**src/rtl/seg7_scan4.sv**
```systemverilog
// Four-digit multiplexed scanner for a common-anode 7-segment display.
// Double-buffered value/dp (pending -> shadow at frame wrap), dead time and leading-zero blanking.
module seg7_scan4 #(
    parameter int CLK_DIV = 100000,
    parameter int DIV_W   = 17
) (
    input  logic        clk,
    input  logic        rst_n,
    input  logic        load,
    input  logic [15:0] value,
    input  logic [3:0]  dp_in,
    input  logic        blank_lz,
    output logic [3:0]  nibble,
    output logic [3:0]  an,
    output logic        dp,
    output logic [1:0]  digit_idx
);

    localparam logic [DIV_W-1:0] DIV_LAST = DIV_W'(CLK_DIV - 1);

    logic [DIV_W-1:0] prescaler;
    logic             tick;
    logic             wrap;
    logic [15:0]      pending_val;
    logic [3:0]       pending_dp;
    logic [15:0]      shadow_val;
    logic [3:0]       shadow_dp;
    logic             dead_q;

    logic [3:0]       sel_nibble;
    logic             sel_dp;
    logic             sel_blanked;
    logic [3:0]       sel_an;
    logic             lit;

    assign tick = (prescaler == DIV_LAST);
    assign wrap = tick && (digit_idx == 2'd3);

    always_ff @(posedge clk or negedge rst_n) begin
        if (!rst_n) begin
            prescaler <= '0;
            digit_idx <= 2'd0;
        end else if (tick) begin
            prescaler <= '0;
            digit_idx <= digit_idx + 2'd1;
        end else begin
            prescaler <= prescaler + DIV_W'(1);
        end
    end

    // A load landing on the wrap tick bypasses pending so it shows in the frame that starts now.
    always_ff @(posedge clk or negedge rst_n) begin
        if (!rst_n) begin
            pending_val <= 16'h0000;
            pending_dp  <= 4'b0000;
            shadow_val  <= 16'h0000;
            shadow_dp   <= 4'b0000;
        end else begin
            if (load) begin
                pending_val <= value;
                pending_dp  <= dp_in;
            end
            if (wrap) begin
                shadow_val <= load ? value : pending_val;
                shadow_dp  <= load ? dp_in : pending_dp;
            end
        end
    end

    // Marks the first output cycle of every slot; reset counts as a digit change.
    always_ff @(posedge clk or negedge rst_n) begin
        if (!rst_n) begin
            dead_q <= 1'b1;
        end else begin
            dead_q <= tick;
        end
    end

    always_comb begin
        sel_nibble  = shadow_val[3:0];
        sel_dp      = shadow_dp[0];
        sel_blanked = 1'b0;
        sel_an      = 4'b1110;
        case (digit_idx)
            2'd0: begin
                sel_nibble  = shadow_val[3:0];
                sel_dp      = shadow_dp[0];
                sel_blanked = 1'b0;
                sel_an      = 4'b1110;
            end
            2'd1: begin
                sel_nibble  = shadow_val[7:4];
                sel_dp      = shadow_dp[1];
                sel_blanked = (shadow_val[15:4] == 12'h000);
                sel_an      = 4'b1101;
            end
            2'd2: begin
                sel_nibble  = shadow_val[11:8];
                sel_dp      = shadow_dp[2];
                sel_blanked = (shadow_val[15:8] == 8'h00);
                sel_an      = 4'b1011;
            end
            default: begin
                sel_nibble  = shadow_val[15:12];
                sel_dp      = shadow_dp[3];
                sel_blanked = (shadow_val[15:12] == 4'h0);
                sel_an      = 4'b0111;
            end
        endcase
        lit = !dead_q && !(blank_lz && sel_blanked);
    end

    always_ff @(posedge clk or negedge rst_n) begin
        if (!rst_n) begin
            nibble <= 4'h0;
            an     <= 4'b1111;
            dp     <= 1'b1;
        end else begin
            nibble <= sel_nibble;
            an     <= lit ? sel_an : 4'b1111;
            dp     <= lit ? ~sel_dp : 1'b1;
        end
    end

endmodule

```
**config.mk**
```make
export PLATFORM = sky130hd
export DESIGN_NAME = seg7_scan4
export DESIGN_NICKNAME = d
export VERILOG_FILES = /design/src/rtl/seg7_scan4.sv
export SDC_FILE = /design/constraint.sdc
export NUM_CORES = 1
export LEC_CHECK = 0
export ABC_AREA = 1
export BUFFER_PORTS_ARGS = -buffer_cell sky130_fd_sc_hd__buf_2
export CAP_MARGIN = 15
export CORE_MARGIN = 2
export CORE_UTILIZATION = 35
export DETAILED_ROUTE_END_ITERATION = 12
export SLEW_MARGIN = 40
export SYNTH_ARGS = -nofsm -noshare
export SYNTH_HDL_FRONTEND = slang
export SYNTH_SLANG_ARGS = --single-unit
```
**constraint.sdc**
```tcl
create_clock -name clk -period 1.5 [get_ports clk]
set_input_delay 0 -clock clk [delete_from_list [all_inputs] [get_ports clk]]
set_output_delay 0 -clock clk [all_outputs]
set_load 0.005 [all_outputs]
```
* Word-level counts from Yosys, hierarchy flattened *
Index checks and enable logic that the tools add are counted.

word-level totals
  output and inout bits = 11
  memories kept = 0
  RAM bits = 0
  latch bits = 0
  logic and storage cells = 35
  ROM bits = 0
  input port bits = 24
  bits in registers = 69

cells by class
  div/mod/pow operators = 0
  shift-type cells = 0
  equal/unequal tests = 4
  muxes and demuxes = 9
  multiply operators = 0
  reductions and logical operators = 9
  order comparisons = 0
  add/subtract/negate cells = 2
  bitwise gates (word level) = 1

operators with widths
  kind                                                  number
  one-hot mux 4 bit (3 select lines)                    2
  adder 17 x 1 -> 17 bit (second input constant)        1
  equality test 17 bit (second input constant)          1
  2-to-1 mux 17 bit                                     1
  2-to-1 mux 16 bit                                     1
  logical NOT 12 bit                                    1
  logical NOT 8 bit                                     1
  2-to-1 mux 4 bit                                      2
  one-hot mux 1 bit (3 select lines)                    2
  equality test 2 bit (second input constant)           2
  logical NOT 4 bit                                     1
  logical AND 1 bit                                     3
  adder 2 x 1 -> 2 bit (second input constant)          1
  equality test 2 x 1 -> 1 bit (second input constant)  1
  logical NOT 1 bit                                     2
  logical NOT 2 bit                                     1
  2-to-1 mux 1 bit                                      1
  inverter 1 bit                                        1

* Longest topological paths before layout *
Gate-level depths: netlist of run 1.

  word-level depth = 6
  mapped depth = 9
  depth with buffers taken out = 9

* Least setup slack after synthesis of run 1 *
OpenSTA, ideal clock, no wires.

  path type = register -> register
  start = register prescaler[0]
  end = register prescaler[14]
  required time = 1378 ps
  setup time = 122 ps
  period minus slack after synthesis = 1349 ps
  cell stages (with the launch flop) = 8
  slack = 151 ps
  data arrival time = 1226 ps
  path buffers = 0
  cell sequence = dfrtp_1 ha_1 nand2_1 nor2_8 nand2_1 nor2_1 nand2_1 xor2_1

between the ends
  word-level cells in the longest chain between the ends = 2
  elaborated cells on any way between the ends = 3
  classes of those cells = 1 x add/sub; 1 x eq/ne; 1 x mux

ends and longest elaborated chain
  element                                                                line    text
  start, declared                                                        21      logic [DIV_W-1:0] prescaler;
  start signal, assigned                                                 47      prescaler <= prescaler + DIV_W'(1);
  adder 17 x 1 -> 17 bit / equality test 17 bit (equally long branches)  47, 36
  2-to-1 mux 17 bit *                                                    43      end else if (tick) begin

Every way passes the cells marked *; elsewhere a longest branch is shown, timed or not.
A chain may end at the register's enable or synchronous reset.

* Worst setup path in the final report of run 1 *
  start = register prescaler[6]
  end = register shadow_val[0]

between the ends
  word-level cells in the longest chain between the ends = 2

ends and longest elaborated chain
  element               line  text
  equality test 17 bit  36    assign tick = (prescaler == DIV_LAST);
  logical AND 1 bit     37    assign wrap = tick && (digit_idx == 2'd3);
  end signal, assigned  64    shadow_val <= load ? value : pending_val;
  end, declared         26    logic [15:0] shadow_val;

No other way between the ends.

==> results of run 1 <==
## per-stage QoR
stage | cells | TNS, ns | setup WS (ns) | cell area (sq um) | utilization
6_report | 570 | 0 | 0.0788 | 4170 | 0.457
5_1_grt | 570 | -0.184 | -0.0269 | 4170 | 0.457
4_1_cts | 561 | 0 | 0.0134 | 3980 | 0.436
3_5_place_dp | 524 | 0 | 0.0254 | 3580 | 0.393
3_3_place_gp | 524 | 0 | 0.0586 | 3580 | 0.393
2_1_floorplan | 378 | 0 | 0.151 | 3230 | -
## final timing paths
check | start | endpoint | slack [ns] | depth (start not counted)
setup / recovery | prescaler[6] | shadow_val[0] | 0.08 | 8
hold / removal | rst_n | shadow_dp[3] | 0.07 | 2
setup reg to reg | prescaler[6] | shadow_val[0] | 0.08 | 8
hold reg to reg | shadow_val[9] | shadow_val[9] | 0.48 | 2
max in group asynchronous | rst_n | an[0] | 0.84 | 3
min in group clk | blank_lz | an[3] | 0.10 | 5
## worst max-delay path, cell delays in order, from the launching register on
cell and delay [ns]:
dfrtp_1 0.38, inv_1 0.08, nand2_2 0.08, nor2_4 0.13, nand2_4 0.08, nor2_8 0.23
nand3_4 0.19, nand2_1 0.11, nand2_1 0.05
## flip-flops by register name (all words and copies together) (netlist names)
signal       count
prescaler       17
pending_val     16
shadow_val      16
an               4
nibble           4
pending_dp       4
shadow_dp        4
digit_idx        2
dead_q           1
dp               1
## synth_stat cells (all sizes together)
master and count:
clkinv 1, nand3 14, xor2 7, a21oi 5, ha 6, nand4 23
nor2 37, dfrtp 63, inv 50, nor3 5, o21ai 29, a31oi 3
dfstp 6, clkbuf 6, nand2 116, buf 7
## routing by layer
| layer | vias up | wire length (microns) | track usage |
|---|---|---|---|
| li1 | 1351 | - | - |
| met1 | 1293 | 3440 | 0.206 |
| met2 | 37 | 3620 | 0.255 |
| met3 | 9 | 216 | 0.0216 |
| met4 | 0 | 106 | 0.0569 |
| met5 | - | 0 | 0 |
## cell families (layout without fill, tap and decap cells)
family,after synthesis,in the layout,synth area share
XOR/XNOR,7,7,0.0190
adder cells (fa/ha/maj),6,6,0.0232
buffers and inverters,64,143,0.0844
flip-flops,69,69,0.536
AO/OA/AOI/OAI,37,37,0.0584
AND/OR/NAND/NOR,195,197,0.279
## what timing repair did
action,4_1_cts,5_1_grt
buffers inserted,0,5
hold buffers,21,0
gates resized for setup,0,27
hold endpoints to repair,83,0
setup endpoints to repair,0,39
## report_power, final
part / total, mW / switching (mW) / internal (mW) / leakage, nW
clock: 1.42 / 0.733 / 0.690 / 0.0953
sequential: 1.92 / 0.0121 / 1.91 / 0.763
combinational: 0.196 / 0.109 / 0.0867 / 1.14
total: 3.54 / 0.854 / 2.68 / 2.00
## final cells by class
type,instances,share of cell area
multi-input cells,247,0.317
clock inverters,5,0.00841
flip-flops and latches,69,0.417
inverters,51,0.0465
clock buffers,11,0.0363
well taps,111,0.0333
repair buffers,76,0.141
==> results.yml, run 1 <==
synthesis:
  yosys.area.top_type: "dfrtp_1"
  syn-instance-count: 378
  yosysSeqAreaShare: 0.536
  yosysWarningCount: 0
  avgSynthCellArea_sq_um: 8.55
  synth-seq-cells: 69
  syn_area_sq_mm: 0.00323
  yosysUniqueCellTypes: 28
  yosys.area.top_type_share: 0.488
  synth_nets: 408
  netlist_top_cells_area: "dfrtp_1 49%, nand2_1 13%, inv_1 5.3%"
layout:
  mostFrequentLayoutCell: "nand2_1"
  multi_input_area_sq_mm: 0.00132
  final_cell_mix: "107 x nand2_1, 61 x dfrtp_1, 44 x inv_1, 34 x buf_2, 32 x nor2_1"
  n_antenna_cell: 0
  drive_gt1_frac: 0.240
  area_delta_synth_final_pct: 28.9
  nFillCells: 881
  nNetsFinal: 484
  regArea_sq_mm: 0.00174
worst_setup_path:
  cp-start-kind: "flop"
  crit_type: "reg -> reg"
  cp-end-kind: "flop"
  required_ns: 1.74
  arrival_ns: 1.66
  path_max_fanout: 10
timing:
  post-route-period-util: 0.947
  min_period_ns: 1.42
  rsz0062_at_grt: "true"
  hold_viol: 0
  fmax_ghz: 0.704
  worstMarginPinSlew_ns: 0.543
  slew_violations: 0
  timing.hold.ws_ns: 0.0739
  finalSetupViolCount: 0
  timing.slew.headroom: 0.638
  fin_worst_skew_ns: 0.0101
global_routing:
  grt_antenna_before_repair: 0
  grt_max_degree: 41
  grt_overflow: 0
  grt_pass1_vias: 2630
  grt_pass1_wl_microns: 12300
  gr-usage-all-layers: 0.154
detailed_routing:
  drt_iter0_markers: 104
  final_antenna_net_count: 0
  first_pass_iters: 4
  viasPerCell: 4.72
  wire_per_inst_microns: 13.0
  drc: 0
  routed_wl_microns: 7380
  dr_total_vias: 2690
placement:
  dp_hpwl_microns: 4890
  place_congestion: 0.897
  io_buffers: 34
cts:
  clock_latency_ns: 0.34
  cts_tree: "done"
  clk_path_buf_depth: 2
  cts_root_buf: "clkbuf_8"
  clk_pin_slew_worst_paths_ns: 0.08
  htree_levels: 3
  cts_buffers: 9
  clkSinkCount: 69
floorplan:
  fp.dieH_microns: 100
  dieArea_sq_mm: 0.0100
  core_sq_mm: 0.00911
  die_w_microns: 100
  start_util: 0.355
  rows: 35
  design.portCount: 35
outcome:
  outcome: "complete, no violations"
power:
  p_leak_nw: 2.00
  vdd_drop_max_mv: 0.385
  cellPowerDensity_mw_per_mm2: 849
  total_power_mw: 3.54
job:
  max_cap_violations: 0
worst_hold_path:
  hold_path_class: "in -> async"
Power figures use the tool's default switching activity.
==> run 2, diff against run 1 <==
CORE_ASPECT_RATIO = 2   (was not set)
==> results.yml, run 2 (synthesis results as in run 1) <==
outcome:
  outcome: "complete, no violations"
cts:
  htree_levels: 3
  clk_path_buf_depth: 2
  cts_buffers: 9
  clkSinkCount: 69
  clk_pin_slew_worst_paths_ns: 0.06
  clock_latency_ns: 0.33
  cts_tree: "done"
  cts_root_buf: "clkbuf_16"
worst_setup_path:
  crit_top_cell: "nor2_4"
  crit_type: "reg -> reg"
  cp_slowest_cell: "dfrtp_1"
  cp-end-kind: "flop"
  cp_slowest_stage_delay_ns: 0.43
  path_cells: "nand2_2 -> nor2_4 -> nand2_4 -> nor2_4 -> clkbuf_16 -> nand4_1 -> nand2_1"
  reg2reg_depth: 7
  worst-path-buf-inv: 1
  required_ns: 1.77
  crit_cells: 7
  crit_family: "simple AND/OR/NAND/NOR gates"
  arrival_ns: 1.73
  path_max_fanout: 5
  cp-start-kind: "flop"
layout:
  nNetsFinal: 484
  drive_gt1_frac: 0.248
  n_antenna_cell: 0
  area_delta_synth_final_pct: 33.5
  final_cell_mix: "107 x nand2_1, 60 x dfrtp_1, 43 x inv_1, 34 x buf_2, 31 x nor2_1"
  mostFrequentLayoutCell: "nand2_1"
  largest_register: "prescaler"
  reg.largest.list: "prescaler: 17 flops, pending_val: 16 flops, shadow_val: 16 flops"
  largest_register_ffs: 17
job:
  max_cap_violations: 0
floorplan:
  start_util: 0.359
  design.portCount: 35
  die_w_microns: 72.0
  rows: 49
  fp.dieH_microns: 140
  dieArea_sq_mm: 0.0101
  core_sq_mm: 0.00901
timing:
  min_period_ns: 1.46
  rsz0062_at_grt: "true"
  timing.slew.headroom: 0.634
  slew_violations: 0
  worstMarginPinSlew_ns: 0.549
  fin_worst_skew_ns: 0.00466
  finalSetupViolCount: 0
  post-route-period-util: 0.974
  fmax_ghz: 0.685
  tns_ns: 0
  hold_viol: 0
  timing.hold.ws_ns: 0.00203
global_routing:
  grt_max_degree: 70
  grt_pass1_vias: 2587
  grt_pass1_wl_microns: 12400
  grt_antenna_before_repair: 0
  gr-usage-all-layers: 0.164
  grt_overflow: 0
power:
  vdd_drop_max_mv: 0.567
  p_leak_nw: 2.07
  cellPowerDensity_mw_per_mm2: 1050
detailed_routing:
  dr_total_vias: 2741
  drt_iter0_markers: 181
  viasPerCell: 4.89
  wire_per_inst_microns: 14.7
  routed_wl_microns: 8270
  first_pass_iters: 6
  final_antenna_net_count: 0
  drc: 0
worst_hold_path:
  whs_path_depth: 3
  hold_path_class: "in -> reg"
placement:
  dp_hpwl_microns: 5490
  place_congestion: 0.889
  io_buffers: 34
[run 2: metal layers]
| layer | GRT usage | part of all wire | vias to the layer above |
|---|---|---|---|
| li1 | - | - | 1356 |
| met3 | 0.0345 | 0.028 | 23 |
| met2 | 0.303 | 0.58 | 59 |
| met5 | 0 | 0 | - |
| met1 | 0.166 | 0.36 | 1303 |
| met4 | 0.0884 | 0.041 | 0 |
[run 2: area by class of cell]
type | count | area [sq um]
clock buffer | 9 | 225
clock inverter | 7 | 123
fill | 852 | 4700
inverter | 51 | 191
multi-input combinational | 249 | 1330
sequential | 69 | 1740
tap | 102 | 128
timing repair buffer | 74 | 586
[run 2: final timing paths]
check / start / slack [ns] / to
worst max-delay path: prescaler[7] / 0.04 / shadow_val[4]
worst min-delay path: value[15] / 0.002 / pending_val[15]
worst max register to register: prescaler[7] / 0.04 / shadow_val[4]
worst min register to register: prescaler[0] / 0.47 / prescaler[0]
max in group asynchronous: rst_n / 0.95 / dp
min in group asynchronous: rst_n / 0.21 / prescaler[6]
[run 2: timing repair]
item / 4_1_cts / 5_1_grt
pin swaps: 1 / 10
endpoints found under the setup margin: 4 / 33
gates cloned: 0 / 7
gates resized for setup: 3 / 21
hold endpoints to repair: 87 / 0
setup buffers: 0 / 8
hold buffers: 19 / 0
[run 2: worst register-to-register path: cells and delay by family (launching register included)]
family,cells,cell delay (ns)
flops,1,0.43
simple gates,6,0.77
buf+inv,1,0.20
[run 2: power by group]
| group | switching [mW] | leakage (nW) | internal, mW |
|---|---|---|---|
| Combinational | 0.113 | 1.14 | 0.0801 |
| Clock | 0.803 | 0.162 | 1.63 |
| Sequential | 0.0128 | 0.761 | 1.91 |
| Total | 0.929 | 2.07 | 3.62 |
[run 2: through the flow]
stage	worst slack (ns)	util	std cells	power, mW	cell area [sq um]
after CTS	0.00419	0.454	546	4.61	4100
after global routing	-0.0330	0.479	561	4.74	4320
after detailed placement	-0.0299	0.394	511	2.11	3550
final	0.0391	0.479	561	4.55	4320
after floorplan	0.151	-	378	2.01	3230
after global placement	0.0183	0.394	511	2.11	3550
==> run 3, diff against run 2 <==
PLACE_DENSITY = 0.53   (was not set)
==> results.yml, run 3 (synthesis results as in run 1) <==
layout:
  nFillCells: 874
  n_antenna_cell: 0
  drive_gt1_frac: 0.248
  nNetsFinal: 480
  area_delta_synth_final_pct: 32.3
  reg.largest.list: "prescaler: 17 flops, pending_val: 16 flops, shadow_val: 16 flops"
  final_cell_mix: "108 x nand2_1, 61 x dfrtp_1, 42 x inv_1, 34 x buf_2, 32 x nor2_1"
  regArea_sq_mm: 0.00174
  largest_register_ffs: 17
  instances_no_fill: 557
  mostFrequentLayoutCell: "nand2_1"
  largest_register: "prescaler"
  final_util: 0.475
  multi_input_area_sq_mm: 0.00130
timing:
  fin_worst_skew_ns: 0.00461
  slew_violations: 0
  post-route-period-util: 0.962
  tns_ns: 0
  finalSetupViolCount: 0
  timing.slew.headroom: 0.633
  timing.hold.ws_ns: -0.000426
  fmax_ghz: 0.693
  worstMarginPinSlew_ns: 0.545
  min_period_ns: 1.44
  hold_viol: 1
  final.setup.worst_slack_ns: 0.0567
worst_hold_path:
  worstHoldEndpoint: "pending_val[11]"
  whs_path_depth: 3
  hold_path_class: "in -> reg"
  min_from: "value[11]"
global_routing:
  grt_pass1_vias: 2724
  gr-usage-all-layers: 0.173
  grt_pass1_wl_microns: 12900
  grt_max_degree: 70
  grt_overflow: 0
  grt_antenna_before_repair: 0
cts:
  cts_buffers: 9
  clkSinkCount: 69
  clock_latency_ns: 0.33
  cts_tree: "done"
  clk_path_buf_depth: 2
  cts_root_buf: "clkbuf_16"
  htree_levels: 3
  clk_pin_slew_worst_paths_ns: 0.06
floorplan:
  dieArea_sq_mm: 0.0101
  design.portCount: 35
  start_util: 0.359
  rows: 49
  fp.dieH_microns: 140
  die_w_microns: 72.0
  core_sq_mm: 0.00901
detailed_routing:
  dr_total_vias: 2701
  first_pass_iters: 4
  final_antenna_net_count: 0
  routed_wl_microns: 8380
  drt_iter0_markers: 210
  viasPerCell: 4.85
  drc: 0
  wire_per_inst_microns: 15.0
placement:
  place_congestion: 0.862
  dp_hpwl_microns: 5890
  dpl_worst_slack_ns: -0.0151
  dp_cells: 520
  io_buffers: 34
worst_setup_path:
  r2r-start: "prescaler[5]"
  cp-start-kind: "flop"
  r2r_setup_slack_ns: 0.06
  crit_type: "reg -> reg"
  r2r-end: "shadow_val[1]"
  arrival_ns: 1.71
  path_max_fanout: 10
  required_ns: 1.77
  reg2reg_depth: 9
  cp-end-kind: "flop"
job:
  max_cap_violations: 0
power:
  vdd_drop_max_mv: 0.651
  cellPowerDensity_mw_per_mm2: 1030
  p_leak_nw: 2.07
outcome:
  outcome: "finished, violations left"
  violations: "negative hold slack"
[run 3: layout make-up]
type / instances / area share
Clock inverter: 7 / 0.0231
Tap cell: 102 / 0.0298
Inverter: 51 / 0.0448
Clock buffer: 9 / 0.0526
Timing Repair Buffer: 73 / 0.140
Sequential cell: 69 / 0.406
Multi-Input combinational cell: 246 / 0.303
[run 3: layer usage]
metal	wire (microns)	vias to the layer above	global-route usage
li1	-	1344	-
met1	2890	1300	0.163
met2	5000	39	0.333
met3	173	18	0.0345
met4	314	0	0.0933
met5	0	-	0
[run 3: worst max path at each step]
stage,start,to,slack [ns],cells after the start
floorplan,prescaler[0],prescaler[14],0.15,7
global placement,digit_idx[0],dp,-0.04,8
detailed placement,digit_idx[0],nibble[1],-0.02,6
CTS,prescaler[1],prescaler[14],0.01,7
global route,prescaler[5],shadow_val[14],-0.006,9
finish,prescaler[5],shadow_val[1],0.06,9
[run 3: per-stage QoR]
step,power [mW],cell area (sq um)
floorplan,2.01,3230
global placement,2.13,3650
detailed placement,2.13,3650
CTS,4.47,4110
global route,4.56,4280
finish,4.41,4280
[run 3: where the power goes]
part	internal (mW)	switching [mW]	leakage [nW]
Sequential	1.91	0.0120	0.763
Clock	1.46	0.829	0.156
Combinational	0.0751	0.117	1.15
Total	3.45	0.958	2.07
[run 3: timing repair]
| item | in CTS | in global routing |
|---|---|---|
| gates cloned | 0 | 3 |
| setup endpoints to repair | 7 | 39 |
| hold buffers | 13 | 0 |
| hold endpoints to repair | 81 | 0 |
| pin swaps | 1 | 4 |
| gates resized for setup | 2 | 20 |
| buffers inserted | 0 | 5 |
[run 3: worst max-delay path, stage by stage, from the launching register on]
cell and delay (ns):
dfrtp_1 0.40, inv_2 0.08, nand2_1 0.08, nor2_4 0.10, nand2_4 0.09, nor2_8 0.19
buf_6 0.13, clkbuf_16 0.14, nand4_1 0.08, nand2_1 0.08
